[src/rtl/pe_tile_sched.sv]
// Tile sequencer for the systolic PE array: clear, skewed FIFO feed, flush, then drain accumulators.
// Feed stalls on any needed empty FIFO; the result drain holds data stable until res_ready.
`timescale 1ns/1ps
module pe_tile_sched #(
  parameter int ROWS      = 4,
  parameter int COLS      = 4,
  parameter int KW        = 32,
  parameter int DW        = 32,
  parameter int FLUSH_CYC = 7
) (
  input  logic            clk,
  input  logic            rst,
  input  logic            start,
  input  logic [KW-1:0]   k_len,
  output logic            busy,
  output logic            done,
  input  logic [ROWS-1:0] data_empty,
  input  logic [COLS-1:0] weight_empty,
  output logic [ROWS-1:0] data_rd,
  output logic [COLS-1:0] weight_rd,
  output logic            pe_en,
  output logic            pe_clr,
  output logic [3:0]      out_sel,
  input  logic [DW-1:0]   pe_result,
  output logic            res_valid,
  input  logic            res_ready,
  output logic [DW-1:0]   res_data,
  output logic [3:0]      res_idx
);

  localparam int MAXRC = (ROWS > COLS) ? ROWS : COLS;
  localparam int NRES  = ROWS * COLS;
  localparam int TW    = KW + 2;
  localparam int FW    = $clog2(FLUSH_CYC + 1);

  typedef enum logic [2:0] {
    S_IDLE,
    S_CLEAR,
    S_FEED,
    S_FLUSH,
    S_SEL,
    S_OUT,
    S_DONE
  } state_t;

  state_t          state, state_nx;
  logic [KW-1:0]   k_q;
  logic [KW:0]     t_q;
  logic [FW-1:0]   f_q;
  logic [3:0]      idx_q;
  logic [DW-1:0]   res_data_q;
  logic [3:0]      res_idx_q;

  logic [TW-1:0]   t_ext, k_ext;
  logic [ROWS-1:0] need_row;
  logic [COLS-1:0] need_col;
  logic            stall, last_step, advance;

  // Compare in a width two bits wider than K so t < K+r cannot wrap for K = 2^KW-1.
  assign t_ext = {1'b0, t_q};
  assign k_ext = {2'b00, k_q};

  always_comb begin
    need_row = '0;
    for (int r = 0; r < ROWS; r++) begin
      need_row[r] = (t_ext >= TW'(r)) && (t_ext < k_ext + TW'(r));
    end
  end

  always_comb begin
    need_col = '0;
    for (int c = 0; c < COLS; c++) begin
      need_col[c] = (t_ext >= TW'(c)) && (t_ext < k_ext + TW'(c));
    end
  end

  assign stall     = (|(need_row & data_empty)) || (|(need_col & weight_empty));
  assign last_step = (t_ext == k_ext + TW'(MAXRC - 2));

  always_comb begin
    state_nx  = state;
    advance   = 1'b0;
    data_rd   = '0;
    weight_rd = '0;
    pe_en     = 1'b0;
    pe_clr    = 1'b0;
    res_valid = 1'b0;
    done      = 1'b0;
    busy      = (state != S_IDLE);
    case (state)
      S_IDLE: begin
        if (start) begin
          state_nx = (k_len == '0) ? S_DONE : S_CLEAR;
        end
      end
      S_CLEAR: begin
        pe_clr   = 1'b1;
        state_nx = S_FEED;
      end
      S_FEED: begin
        if (!stall) begin
          advance   = 1'b1;
          data_rd   = need_row;
          weight_rd = need_col;
          pe_en     = 1'b1;
          if (last_step) begin
            state_nx = S_FLUSH;
          end
        end
      end
      S_FLUSH: begin
        pe_en = 1'b1;
        if (f_q == FW'(FLUSH_CYC - 1)) begin
          state_nx = S_SEL;
        end
      end
      S_SEL: begin
        state_nx = S_OUT;
      end
      S_OUT: begin
        res_valid = 1'b1;
        if (res_ready) begin
          state_nx = (idx_q == 4'(NRES - 1)) ? S_DONE : S_SEL;
        end
      end
      S_DONE: begin
        done     = 1'b1;
        state_nx = S_IDLE;
      end
      default: begin
        state_nx = S_IDLE;
      end
    endcase
  end

  always_ff @(posedge clk) begin
    if (rst) begin
      state      <= S_IDLE;
      k_q        <= '0;
      t_q        <= '0;
      f_q        <= '0;
      idx_q      <= '0;
      res_data_q <= '0;
      res_idx_q  <= '0;
    end else begin
      state <= state_nx;
      case (state)
        S_IDLE: begin
          if (start) begin
            k_q <= k_len;
          end
        end
        S_CLEAR: begin
          t_q <= '0;
        end
        S_FEED: begin
          if (advance) begin
            t_q <= t_q + 1'b1;
            if (last_step) begin
              f_q <= '0;
            end
          end
        end
        S_FLUSH: begin
          f_q <= f_q + 1'b1;
          if (f_q == FW'(FLUSH_CYC - 1)) begin
            idx_q <= '0;
          end
        end
        S_SEL: begin
          // out_sel has been stable for a full cycle, so the mux output is settled here.
          res_data_q <= pe_result;
          res_idx_q  <= idx_q;
        end
        S_OUT: begin
          if (res_ready && (idx_q != 4'(NRES - 1))) begin
            idx_q <= idx_q + 1'b1;
          end
        end
        default: begin
        end
      endcase
    end
  end

  assign out_sel  = idx_q;
  assign res_data = res_data_q;
  assign res_idx  = res_idx_q;

endmodule

[config.mk]
export PLATFORM = sky130hd
export DESIGN_NAME = pe_tile_sched
export DESIGN_NICKNAME = d
export VERILOG_FILES = /design/src/rtl/pe_tile_sched.sv
export SDC_FILE = /design/constraint.sdc
export NUM_CORES = 1
export LEC_CHECK = 0
export CORE_MARGIN = 4
export CORE_UTILIZATION = 51
export CTS_CLUSTER_SIZE = 14
export DETAILED_ROUTE_END_ITERATION = 10
export MAX_ROUTING_LAYER = met4
export PLACE_DENSITY = 0.75
export SLEW_MARGIN = 20
export SYNTH_ARGS = -nofsm -noshare
export SYNTH_HDL_FRONTEND = slang
export SYNTH_SLANG_ARGS = --single-unit
export TNS_END_PERCENT = 50
[constraint.sdc]
create_clock -name clk -period 10.4 [get_ports clk]
set_clock_uncertainty 0.05 [all_clocks]
set_input_delay 1.56 -clock clk [delete_from_list [all_inputs] [get_ports clk]]
set_output_delay 1.56 -clock clk [all_outputs]
set_load 0.01 [all_outputs]
==> metrics.cfg, run 1 <==
[placed_design]
place.gp.congestion = 1.077
io_buffers = 128
dp_hpwl_um = 22840
dpl.cell_count = 1533
pre_cts_slack_ns = 2.559

[critical_path]
r2r_cells = 18
cp_data_required_time_ns = 8.79
r2r-start = k_q[13]
worst_setup_path_start_kind = flip-flop
critPathArrivalTime_ns = 6.73
path_class = reg -> out
cp-startpoint = k_q[13]
worstPathMaxFanout = 14
cp-end-kind = output port

[global_routing]
grt-ovfl-total = 0
grt_max_degree = 84
grt_pass1_vias = 8561
grt_usage_pct = 28.94
grt_pass1_wl_um = 45340
antenna_found_initial = 0

[synthesis]
synth-compound-area-share_pct = 15.05
synth.area.mux_share_pct = 0.3228
netlist_top_cells_area = dfxtp_1 24%, ha_1 19%, nand2_1 9.2%
synth_commonest_cells = 227 x nand2_1, 144 x a21oi_1, 139 x ha_1
synth_flop_cell = dfxtp_1
synth_top_area_cell = dfxtp_1
ys_seq_area_share_pct = 23.88
syn_area_mm2 = 0.009304
synth_most_common_cell = nand2_1
synth_warnings = 0
synth_top_family_by_area = simple AND/OR/NAND/NOR gates
synthAdderAreaFrac_pct = 18.69
syn-num-nets = 1453
synth_simple_gate_area_share_pct = 28.21
syn_inst = 1238
async_flop_share_pct = 0
synth.top_cell.area_share_pct = 23.88
synth_seq_cells = 111
synth_area_per_cell_um2 = 7.515
synth_cell_types = 63
synth-edff-count = 0
synth_xor_area_share_pct = 8.943

[sta]
finalWorstSetupSlack_ns = 2.062
maxSlewViolCount = 0
fin_crit_ns = 8.338
relSlewSlack_pct = 30.11
setup_viol = 0
tns_ns = 0
max_freq_mhz = 119.9
hold_viol_final = 0
grt_setup_unrepaired = no
worst_pin_slew_ns = 1.048
finalCritPeriodShare_pct = 80.17

[clock_tree]
holdBufCountCts = 0
cts_buffers = 9
cts_resized = 0
htree_levels = 3
clk-insertion-delay-late_ns = 0.38
cts_tree = yes
cts_root_buf = clkbuf_16
clkTransAtPathRegs_ns = 0.08
clockBufferDepth = 2
post-cts-setup-buffers = 0
clkSinkCount = 111

[die]
coreArea_mm2 = 0.01796
start_util_pct = 51.79
die_area_mm2 = 0.02047
dieWidth_um = 143.1
row_count = 49
die_h_um = 143.1
num_io_pins = 129

[finish]
finalNonFillerCells = 1549
nets = 1530
drive_above_1_share_pct = 2.955
area_delta_synth_final_pct = 17.52
diodes = 0
fillers = 1703

[detailed_routing]
drc = 0
ant_nets = 0
drt_iter0_drc = 685
routedWlPerCell_um = 18.68
vias = 9177
drt_pass1_iterations = 5
vias_per_cell = 5.924
routed_wl_um = 28940

[status]
status = completed

[run]
cap_violations = 0

[power]
p_leak_nw = 3.975
irDropWorstVdd_mv = 0.1306
power_density_mw_per_mm2 = 127.0
p_total_mw = 1.388

[min_path]
hold_path.class = reg -> reg
hold_path_depth = 2
min_from = res_data[6]

==> per-layer routing <==
layer  share of wire (%)  vias up  track usage [%]
li1                    -     4555                -
met1                  45     4182            39.39
met2                  43      385            42.98
met3                 9.0       55            6.397
met4                 2.6        0            8.604
met5                   0        -                -
==> placed cells by master (no fill, tap or decap), drive strengths merged, types with 3 or more instances in the layout <==
master,count
o311ai,3
a211oi,5
nor4b,3
or4,22
clkdlybuf4s50,127
or3,14
and2,6
mux2i,3
or4b,3
o31ai,14
or2,6
inv,42
nor3,25
ha,139
o211ai,8
nor2b,8
nor3b,3
a21oi,145
nor2,75
o21ai,29
buf,5
clkinv,11
o21a,3
and3,11
clkbuf,10
nor4,26
xor2,5
a21o,12
a221oi,4
dfxtp,111
and4,7
nand4,43
xnor2,90
nand2b,5
nand3,46
nand2,228
==> cell type report <==
type,count,area [um2],share of cell area (%)
Multi-Input combinational cell,1014,6631,60.65
Sequential cell,111,2222,20.32
Timing Repair Buffer,132,1306,11.95
Tap cell,229,286.5,2.620
Clock buffer,10,239.0,2.186
Inverter,47,176.4,1.613
Clock inverter,6,72.57,0.6637
==> cell families (layout without fill, tap and decap cells) <==
kind of cell	Yosys count	count (layout)
AOI/OAI and AO/OA	240	240
buffers and inverters	113	195
muxes	3	3
and+or+nand+nor	537	537
xor gates and xnor gates	95	95
adders and majority gates	139	139
DFF	111	111
==> report_power, final <==
group	internal, mW	switching [mW]	total (mW)
clock network	0.179	0.194	0.372
logic	0.196	0.306	0.502
registers	0.451	0.0628	0.514
total	0.826	0.562	1.39
==> flip-flops by register name (all words and copies together), names as in the netlist <==
signal and cells:
f_q 3, k_q 32, out_sel 4, res_data 32, res_idx 4, state 3, t_q 33
==> through the flow <==
stage	area, um2	hold slack, ns	util, %
finish	10930	0.4050	60.87
global route	10930	0.4218	60.87
CTS	10930	0.4077	60.86
detailed placement	10620	0.3965	59.12
global placement	10620	0.3905	59.12
floorplan	9304	0.3904	-
==> critical path, stage by stage (launching register included) <==
cell,delay (ns)
dfxtp_1,0.48
inv_1,0.16
nor4_1,0.63
nand3_1,0.31
nor3_1,0.37
or4b_1,0.52
nor3_1,0.22
xnor2_1,0.10
ha_1,0.33
nand4_1,0.16
or4_4,0.60
or4b_4,0.54
o211ai_2,0.07
nor3_1,0.08
nor4_4,0.53
nand2_2,0.32
nor3b_1,0.35
clkdlybuf4s50_1,0.60
==> path summary, 6_finish.rpt <==
check,end,slack (ns)
worst max-delay path,weight_rd[1],2.06
worst min-delay path,res_data[6],0.41
worst max register to register,t_q[28],4.07
worst min register to register,res_data[6],0.41
Power figures use the tool's default switching activity.
==> run 2, diff against run 1 <==
- clock period: 10.4 -> 8.1 ns (I/O delays scaled with it)
==> run 2 against run 1 <==
Against the previous run:
- via count rose by 1.0%
- hold slack barely moved
- utilization rose by 0.070 points
- wire length fell by 0.40%
- die area did not move
- sequential share of layout area barely moved
- design area rose by 0.11%
==> metrics.cfg, run 2 (synthesized netlist as in run 1, its figures left out) <==
[sta]
holdWs_ns = 0.4048  ; -0.0001910 ns
worst_pin_slew_ns = 1.006  ; -0.04208 ns
finalCritPeriodShare_pct = 93.43
hold_viol_final = 0  ; unchanged
max_freq_mhz = 132.1
maxSlewViolCount = 0  ; unchanged
setup_viol = 0  ; unchanged
tns_ns = 0  ; unchanged
fin_crit_ns = 7.567
relSlewSlack_pct = 32.75  ; +2.6 points
grt_setup_unrepaired = no

[min_path]
hold_path_depth = 2  ; unchanged
hold_path.class = reg -> reg
min_from = res_data[10]
min_to = res_data[10]

[detailed_routing]
vias_per_cell = 5.974  ; +0.83%
drt_pass1_iterations = 5  ; unchanged
vias = 9271  ; +1.0%
ant_nets = 0  ; unchanged
routed_wl_um = 28820  ; -0.40%
drt_iter0_drc = 754  ; +10%
drc = 0  ; unchanged
routedWlPerCell_um = 18.57  ; -0.60%

[placed_design]
dp_hpwl_um = 22760  ; -0.35%
place.gp.congestion = 1.053  ; -2.2%
io_buffers = 128  ; unchanged
place_area_mm2 = 0.01064  ; +0.21%

[power]
p_switching_mw = 0.7160  ; +27%
swShare_pct = 40.49  ; about the same
p_seq_share_pct = 36.9  ; about the same
power_frac_comb_pct = 36.6  ; +0.4 points
clkPwrFrac_pct = 26.5  ; -0.3 points
intPower_mw = 1.052  ; +27%
power_density_mw_per_mm2 = 161.5  ; +27%
p_leak_nw = 3.987  ; +0.29%
irDropWorstVdd_mv = 0.1492  ; +14%

[critical_path]
r2r-start = k_q[14]
critPathArrivalTime_ns = 6.30  ; -0.43 ns
worst_setup_path_start_kind = flip-flop
r2r_end = t_q[31]
cp.buffers_inverters = 2  ; unchanged
crit_path_max_incr_delay_ns = 0.61  ; -0.02 ns
worstPathMaxFanout = 14  ; unchanged
cp_slowest_cell = nor4_1
cp_common_cell = nor3_1
cp_top_family = simple AND/OR/NAND/NOR gates
cp_data_required_time_ns = 6.84  ; -1.95 ns
r2r_cells = 18  ; unchanged
path_class = reg -> out
crit_chain = inv_1, nor4_1, nand3_1, nor3_1, or4b_1, nor3_1, xnor2_1, ha_1, nand4_1, or4_4, o311ai_0, nor3_1, nor4_4, nand2_2, nor3b_1, clkdlybuf4s50_1
cp-end-kind = output port
r2r_slack_ns = 1.97  ; -2.10 ns

[global_routing]
grt-ovfl-total = 0  ; unchanged
grt_pass1_vias = 8579  ; +0.21%
antenna_found_initial = 0  ; unchanged
grt_max_degree = 84  ; unchanged
grt_pass1_wl_um = 45350  ; about the same
grt_usage_pct = 28.74  ; -0.20 points

[die]
coreArea_mm2 = 0.01796  ; unchanged
dieWidth_um = 143.1  ; unchanged
start_util_pct = 51.79  ; unchanged
die_h_um = 143.1  ; unchanged
row_count = 49  ; unchanged
die_area_mm2 = 0.02047  ; unchanged
num_io_pins = 129  ; unchanged

[clock_tree]
post-cts-setup-buffers = 0  ; unchanged
clkTransAtPathRegs_ns = 0.08  ; about the same
htree_levels = 3  ; unchanged
clkSinkCount = 111  ; unchanged
clk-insertion-delay-late_ns = 0.38  ; about the same
cts_buffers = 9  ; unchanged
clockBufferDepth = 2  ; unchanged
cts_root_buf = clkbuf_16
holdBufCountCts = 0  ; unchanged
cts_tree = yes

[finish]
final_common_cell = nand2_1
multiInputGateArea_mm2 = 0.006633  ; about the same
largest_reg_flops = 33  ; unchanged
regMostFlops = t_q
stdcell_area_mm2 = 0.01095  ; +0.11%
area_delta_synth_final_pct = 17.66
fillers = 1663  ; -2.3%
diodes = 0  ; unchanged
final-seq-area_mm2 = 0.002222  ; unchanged
nets = 1533  ; +0.20%
layout_common_cells = 227 x nand2_1, 144 x a21oi_1, 139 x ha_1, 127 x clkdlybuf4s50_1, 111 x dfxtp_1
drive_above_1_share_pct = 3.250  ; +0.30 points

[status]
status = completed

[run]
cap_violations = 0  ; unchanged

[run 2: cell types whose count changed in the layout (fill, tap and decap cells not counted), sizes merged]
cell | before | now
clkinv | 11 | 12
buf | 5 | 8
clkbuf | 10 | 9
[run 2: repair_timing]
action                                  4_1_cts  5_1_grt
resized for setup                             0        1
hold endpoints to repair                      0        0
endpoints found under the setup margin        0        1
[run 2: cell type report]
class                   instances  area share (%)
repair buffers                135           12.14
multi-input cells            1014           60.59
well taps                     229           2.617
flip-flops and latches        111           20.30
clock buffers                   9           2.057
clock inverters                 7          0.6858
inverters                      47           1.612
[run 2: through the flow]
stage          std cells  total power [mW]  setup slack (ns)  util [%]
2_1_floorplan       1238             1.102             1.601         -
3_3_place_gp        1536             1.287             1.231     59.25
3_5_place_dp        1536             1.299            0.9692     59.25
4_1_cts             1552             1.767            0.5570     60.92
5_1_grt             1552             1.874            0.1023     60.94
6_report            1552             1.768            0.5326     60.94
[run 2: worst max-delay path by stage]
stage	start	endpoint	cells past startpoint
after floorplan	k_q[14]	weight_rd[0]	20
after global placement	k_q[2]	weight_rd[0]	18
after detailed placement	k_q[2]	data_rd[1]	18
after CTS	k_q[2]	data_rd[1]	18
after global routing	k_q[14]	data_rd[1]	17
final	k_q[14]	data_rd[1]	16
[run 2: tightest hold or removal path, cell delays in order, from the launching register on]
cell,delay [ns]
dfxtp_1,0.31
nand2_1,0.05
a21oi_1,0.05
[run 2: power by group through the flow]
stage	clock network, mW	registers (mW)	logic [mW]
floorplan	0	0.609	0.493
global placement	0	0.661	0.625
detailed placement	0	0.664	0.635
CTS	0.478	0.651	0.639
global route	0.494	0.660	0.720
finish	0.469	0.653	0.646
[run 2: routing by layer]
metal,vias to the layer above,track usage [%],routed length [um]
li1,4559,-,-
met1,4260,39.29,13130
met2,410,43.62,12560
met3,42,5.626,2458
met4,0,7.404,671
met5,-,-,0
